### src/rtl/ram_fifo_ctrl.sv
// FIFO controller wrapping a 16x4 registered-read RAM, with a one-entry output register.
// Optional sticky overflow flag when FIFO_OVF_FLAG_EN is defined; sustained rate is one word per two cycles.
module ram_fifo_ctrl #(
   parameter int DATA_W = 4,
   parameter int ADDR_W = 4,
   parameter int DEPTH  = 16
) (
   input  logic              clk,
   input  logic              reset,
   input  logic              in_valid,
   output logic              in_ready,
   input  logic [DATA_W-1:0] in_data,
   output logic              out_valid,
   input  logic              out_ready,
   output logic [DATA_W-1:0] out_data,
   output logic              ram_we,
   output logic [ADDR_W-1:0] ram_waddr,
   output logic [DATA_W-1:0] ram_wdata,
   output logic              ram_re,
   output logic [ADDR_W-1:0] ram_raddr,
   input  logic [DATA_W-1:0] ram_rdata,
   output logic [ADDR_W:0]   count,
   output logic              full,
   output logic              empty,
   output logic              overflow
);

   typedef enum logic [1:0] {
      S_IDLE,
      S_FETCH,
      S_HOLD
   } rd_state_t;

   localparam logic [ADDR_W:0] DEPTH_C = (ADDR_W+1)'(DEPTH);

   rd_state_t         rd_state;
   logic [ADDR_W-1:0] wr_ptr;
   logic [ADDR_W-1:0] rd_ptr;
   logic [ADDR_W:0]   mem_count;
   logic              rd_pending;
   logic              push;
   logic              issue;
   logic              pop;

   assign full     = (mem_count == DEPTH_C);
   assign in_ready = !full;
   // Gated by reset so nothing reaches the RAM while reset is held.
   assign push     = in_valid & in_ready & reset;
   assign pop      = out_valid & out_ready;
   assign issue    = reset & (mem_count != '0) & !rd_pending & (!out_valid | out_ready);

   assign ram_we    = push;
   assign ram_waddr = wr_ptr;
   assign ram_wdata = in_data;
   assign ram_re    = issue;
   assign ram_raddr = rd_ptr;

   assign count = mem_count + (ADDR_W+1)'(rd_pending) + (ADDR_W+1)'(out_valid);
   assign empty = (count == '0);

   always_ff @(posedge clk or negedge reset) begin
      if (!reset) begin
         rd_state   <= S_IDLE;
         wr_ptr     <= '0;
         rd_ptr     <= '0;
         mem_count  <= '0;
         rd_pending <= 1'b0;
         out_valid  <= 1'b0;
         out_data   <= '0;
      end else begin
         if (push)
            wr_ptr <= wr_ptr + ADDR_W'(1);
         if (issue)
            rd_ptr <= rd_ptr + ADDR_W'(1);

         case ({push, issue})
            2'b10:   mem_count <= mem_count + (ADDR_W+1)'(1);
            2'b01:   mem_count <= mem_count - (ADDR_W+1)'(1);
            default: mem_count <= mem_count;
         endcase

         // issue already implies no read is in flight, so this also retires the pending read
         rd_pending <= issue;

         if (rd_pending) begin
            out_data  <= ram_rdata;
            out_valid <= 1'b1;
         end else if (pop) begin
            out_valid <= 1'b0;
         end

         case (rd_state)
            S_IDLE:  if (issue) rd_state <= S_FETCH;
            S_FETCH: rd_state <= S_HOLD;
            S_HOLD:  if (pop) rd_state <= (mem_count != '0) ? S_FETCH : S_IDLE;
            default: rd_state <= S_IDLE;
         endcase
      end
   end

`ifdef FIFO_OVF_FLAG_EN
   logic overflow_q;

   always_ff @(posedge clk or negedge reset) begin
      if (!reset)
         overflow_q <= 1'b0;
      else if (in_valid & full)
         overflow_q <= 1'b1;
   end

   assign overflow = overflow_q;
`else
   assign overflow = 1'b0;
`endif

endmodule

### config.mk
export PLATFORM = sky130hd
export DESIGN_NAME = ram_fifo_ctrl
export DESIGN_NICKNAME = d
export VERILOG_FILES = /design/src/rtl/ram_fifo_ctrl.sv
export SDC_FILE = /design/constraint.sdc
export NUM_CORES = 1
export LEC_CHECK = 0
export CAP_MARGIN = 5
export CORE_ASPECT_RATIO = 0.9
export CORE_MARGIN = 1.5
export CORE_UTILIZATION = 39
export CTS_CLUSTER_DIAMETER = 40
export DETAILED_ROUTE_END_ITERATION = 10
export PLACE_DENSITY_LB_ADDON = 0.3
export SYNTH_ARGS = -nofsm -noshare
export SYNTH_HDL_FRONTEND = slang
export SYNTH_SLANG_ARGS = --single-unit
### constraint.sdc
create_clock -name clk -period 2.4 [get_ports clk]
set_input_delay 0.48 -clock clk [delete_from_list [all_inputs] [get_ports clk]]
set_output_delay 0.48 -clock clk [all_outputs]
set_load 0.01 [all_outputs]
Word-level counts from Yosys, hierarchy flattened
Cells that the tools add are included.
{"block": "word_totals", "latchBits": 0, "mem_bits_rw": 0, "regBits": 19, "mem_count": 0, "out_inout_bits": 28, "input_bits": 12, "romBits": 0, "elab_cells": 32}
{"block": "classes", "n_addsub": 6, "shift": 0, "n_mux": 3, "div_mod_pow": 0, "magnitude_cmp": 0, "mul": 0, "eq_ne": 3, "bitwise": 7, "reduce_logical": 7}
{"operator": "adder 5 x 1 -> 5 bit", "count": 2}
{"operator": "case mux 5 bit (2 select lines)", "count": 1}
{"operator": "adder 4 x 1 -> 4 bit, second input constant", "count": 2}
{"operator": "bitwise AND 1 bit", "count": 6}
{"operator": "adder 5 x 1 -> 5 bit, second input constant", "count": 1}
{"operator": "== test 5 bit, second input constant", "count": 1}
{"operator": "zero test 5 bit", "count": 1}
{"operator": "nonzero test 5 bit", "count": 1}
{"operator": "subtractor 5 x 1 -> 5 bit, second input constant", "count": 1}
{"operator": "nonzero test 2 bit", "count": 2}
{"operator": "zero test 1 bit", "count": 3}
{"operator": "== test 2 x 1 -> 1 bit, second input constant", "count": 1}
{"operator": "== test 2 bit, second input constant", "count": 1}
{"operator": "2-to-1 mux 1 bit", "count": 2}
{"operator": "bitwise OR 1 bit", "count": 1}

Depth between registers and ports, before layout
{"block": "logic_depth", "depth_word": 6, "ltp_mapped": 9, "mapped_depth_nobuf": 9}

Worst setup path after synthesis
OpenSTA, ideal clock, no wires.
{"block": "synth_path", "path_type": "input to register", "start": "input out_ready", "end": "register mem_count[4]", "path_stages": 8, "t_arrival_ps": 2401, "path_buffers": 0, "setup_ps": 80, "slack_ps": -81, "t_required_ps": 2320, "path_cell_list": "and2b_1 -> a2111oi_4 -> ha_1 -> ha_1 -> a21oi_1 -> a21boi_0 -> nor3_1 -> xnor2_1"}
{"block": "synth_via", "elab_chain_cells": 4, "word_cells_on_any_way": 6, "cone_classes": "eq/ne (2); mux (1); bitwise (2); reduce/logical (1)"}
{"element": "start: declaration", "line": "14", "source": "input logic out_ready,"}
{"element": "bitwise OR 1 bit *", "line": "50", "source": "assign issue = reset & (mem_count != '0) & !rd_pending & (!out_valid | out_ready);"}
{"element": "bitwise AND 1 bit *", "line": "50"}
{"element": "named net ram_re", "line": "19", "source": "output logic ram_re,"}
{"element": "== test 2 x 1 -> 1 bit or == test 2 bit (tied branches)", "line": "76", "source": "case ({push, issue})"}
{"element": "case mux 5 bit (2 select lines) or nonzero test 2 bit (tied branches)"}
{"element": "end signal: assignment", "line": "77", "source": "2'b10: mem_count <= mem_count + (ADDR_W+1)'(1);"}
{"element": "end signal: assignment", "line": "78", "source": "2'b01: mem_count <= mem_count - (ADDR_W+1)'(1);"}
{"element": "end signal: assignment", "line": "79", "source": "default: mem_count <= mem_count;"}
{"element": "end: declaration", "line": "39", "source": "logic [ADDR_W:0] mem_count;"}
Mark *: on every way through the listed nets, which the timed path passes. The rest lies on a longest branch.
A chain may end at the register's enable or synchronous reset.

Worst setup path in the final report
{"block": "layout_path", "start": "register mem_count[0]", "end": "output empty"}
{"block": "layout_via", "elab_chain_cells": 3}
{"element": "adder 5 x 1 -> 5 bit (2 in series)", "line": "58", "source": "assign count = mem_count + (ADDR_W+1)'(rd_pending) + (ADDR_W+1)'(out_valid);"}
{"element": "zero test 5 bit", "line": "59", "source": "assign empty = (count == '0);"}
{"element": "end: declaration", "line": "24", "source": "output logic empty,"}
Every way passes these cells.

==> impl_metrics.json <==
{
  "rr_worst_depth": 13,
  "synth_area_um2": 1055,
  "yosysTopAreaCell": "dfrtp_1",
  "critPathMaxFanout": 2,
  "ant_nets": 0,
  "io_buffers": 30,
  "slew_violations": 0,
  "synthFlopType": "dfrtp_1",
  "finalSetupViolations": 2,
  "yosysSeqAreaShare": 0.4508,
  "routed.top_layer": "met3",
  "ys_ff_latch": 19,
  "syn_avg_cell_area_um2": 11.72,
  "hold_buffers": 0,
  "worstReg2RegEnd": "mem_count[4]",
  "p_clk_frac": 0.073,
  "coreArea_um2": 2510,
  "track_usage": 0.1622,
  "gp_congestion": 0.8103,
  "worst_slack_ps": -53.02,
  "timing.rr.start": "mem_count[0]",
  "maxCapViolCount": 0,
  "io_pins": 40,
  "die_area_um2": 3026,
  "drcViolationCount": 4,
  "power.switching_mw": 0.8628,
  "grt_pass1_vias": 851,
  "grt_pass1_wl_mm": 3.760,
  "start_util": 0.4202,
  "period_share": 1.022,
  "grt.overflow.total": 0,
  "hold_viol": 0,
  "seqPwrFrac": 0.305,
  "antenna_found_initial": 0,
  "critPathCaptureType": "output port",
  "synth.top_cell.area_share": 0.4508,
  "synthTopCellsByCount": "dfrtp_1 (19), inv_1 (9), xnor2_1 (9), ha_1 (7), mux2_2 (7)",
  "p_leak_nw": 0.7272,
  "clkLatencyLatePin_ps": 290,
  "wl_met2_mm": 1.192,
  "power_density_nw_per_um2": 1378,
  "syn_inst": 90,
  "synth_edf_count": 0,
  "syn_to_final_growth_pct": 51.36,
  "post-place-ws_ps": -365.4,
  "synthArstFlopShare": 1.000,
  "wl_met1_mm": 1.020,
  "drive_gt1_frac": 0.3942,
  "grt_start_max_net_pins": 17,
  "status": "finished, violations left",
  "switching_share": 0.3923,
  "p_comb_frac": 0.622,
  "numCtsBuffers": 3,
  "post-route-util": 0.6361,
  "nNetsFinal": 159,
  "clock.fmax_mhz": 407.7,
  "die_h_um": 52.34,
  "clockBufferDepth": 2,
  "ys_types": 25,
  "intPower_mw": 1.336,
  "first_iter_violations": 16,
  "yosysWarnings": 0,
  "hpwl_mm": 1.683,
  "regToRegSetupSlack_ps": 30,
  "clock-root-buffer": "clkbuf_4",
  "worstHoldPathType": "input pin to asynchronous set/reset pin",
  "diodes": 0,
  "met3_length_um": 123,
  "critPathLaunchType": "flop",
  "row_count": 17,
  "fin_skew_ps": 2.314,
  "die_w_um": 57.82,
  "synth_nets": 111,
  "violations": "design-rule violations, negative setup slack",
  "cts_tree": "done",
  "firstDrtPassIters": 7,
  "avgViaCountPerCell": 5.036,
  "criticalPathCategory": "flop to output port",
  "path_clk_slew_ps": 110,
  "clock_sinks": 19,
  "wl_per_cell_um": 14.16,
  "fin_crit_ps": 2453,
  "required_ps": 1920,
  "finalPower_mw": 2.199,
  "yosys-top-cells-area": "dfrtp_1 (45%), ha_1 (8.3%), mux2_2 (7.5%)",
  "peakVddDrop_mv": 0.6301,
  "htreeDepth": 1,
  "vias": 831,
  "rsz0062_at_grt": "true",
  "crit_arrival_ps": 1970,
  "wirelength_mm": 2.336,
  "synth.most_common_cell": "dfrtp_1"
}
==> area by class of cell <==
class | count | area, um^2
Sequential cell | 19 | 479.2
Tap cell | 28 | 35.03
Fill cell | 203 | 913.4
Timing Repair Buffer | 49 | 431.7
Multi-Input combinational cell | 56 | 589.3
Clock buffer | 3 | 22.52
Inverter | 9 | 33.78
Clock inverter | 1 | 5.005
==> cell families (layout without fill, tap and decap cells) <==
| kind of cell | after synthesis | count (layout) | share of synthesized area |
|---|---|---|---|
| mux | 7 | 7 | 0.07474 |
| other cells | 1 | 1 | 0.003555 |
| simple gates | 17 | 17 | 0.1020 |
| flops | 19 | 19 | 0.4508 |
| xor+xnor | 13 | 13 | 0.1079 |
| buf+inv | 15 | 62 | 0.07117 |
| fa+ha+maj | 9 | 9 | 0.1210 |
| compound gates | 9 | 9 | 0.06880 |
==> sequential cells by signal, indices dropped and copies added (netlist names) <==
register	count
ram_waddr	4
mem_count	5
rd_pending	1
ram_raddr	4
out_data	4
out_valid	1
==> how the worst max path moves through the flow <==
stage / from / end / cells after the start
finish: mem_count[0] / empty / 9
global route: out_valid / empty / 9
CTS: out_valid / empty / 9
detailed placement: out_ready / mem_count[4] / 9
global placement: reset / mem_count[4] / 11
floorplan: out_ready / mem_count[4] / 8
==> per-layer routing <==
metal | global-route usage | vias up
met4 | 0.03876 | 0
met2 | 0.2784 | 25
met3 | 0.04444 | 0
li1 | - | 394
met5 | 0 | -
met1 | 0.2031 | 412
==> power by group through the flow <==
stage | clock [mW] | combinational, mW | sequential, mW
floorplan | 0 | 0.570 | 0.696
global placement | 0 | 1.23 | 0.639
detailed placement | 0 | 1.27 | 0.648
CTS | 0.172 | 1.26 | 0.646
global route | 0.189 | 1.49 | 0.697
finish | 0.160 | 1.37 | 0.671
==> cell usage in the layout, fill, tap and decap left out, types with 2 or more instances in the layout <==
cell / netlist / routed
clkbuf_4: 0 / 3
clkdlybuf4s50_1: 0 / 21
ha_4: 0 / 3
dfrtp_2: 0 / 3
dlymetal6s2s_1: 0 / 2
buf_2: 0 / 2
nand4_1: 2 / 2
inv_2: 0 / 4
a21oi_2: 0 / 3
ha_1: 7 / 4
dfrtp_1: 19 / 16
mux2_2: 7 / 7
buf_4: 5 / 18
dlygate4sd2_1: 0 / 4
inv_1: 9 / 5
xor2_1: 4 / 4
nand2_1: 6 / 6
xnor2_1: 9 / 8
o21ai_0: 3 / 2
fa_2: 0 / 2
==> worst max-delay path, cell delays in order (launching register included) <==
cell and delay, ps:
dfrtp_1 380, inv_2 50, fa_2 390, inv_2 70, ha_4 140, nand3_4 80, xnor2_2 150, nor2_1 80
nor4b_2 180, buf_2 170
==> through the flow <==
step | instances | TNS [ps] | hold slack (ps) | area [um^2]
after floorplan | 90 | -23.88 | 184.4 | 1064
after CTS | 161 | -223.5 | 489.9 | 1498
after global routing | 165 | -542.8 | 134.7 | 1597
after global placement | 155 | -1581 | 461.2 | 1455
after detailed placement | 155 | -1940 | 472.4 | 1455
final | 165 | -78.99 | 153.6 | 1597
==> timing repair <==
action | 4_1_cts | 5_1_grt
gates resized for setup | 18 | 22
setup endpoints to repair | 10 | 8
pin swaps | 4 | 9
cloned | 0 | 0
setup buffers | 2 | 4
No activity file was read; power rests on OpenSTA's default activity.
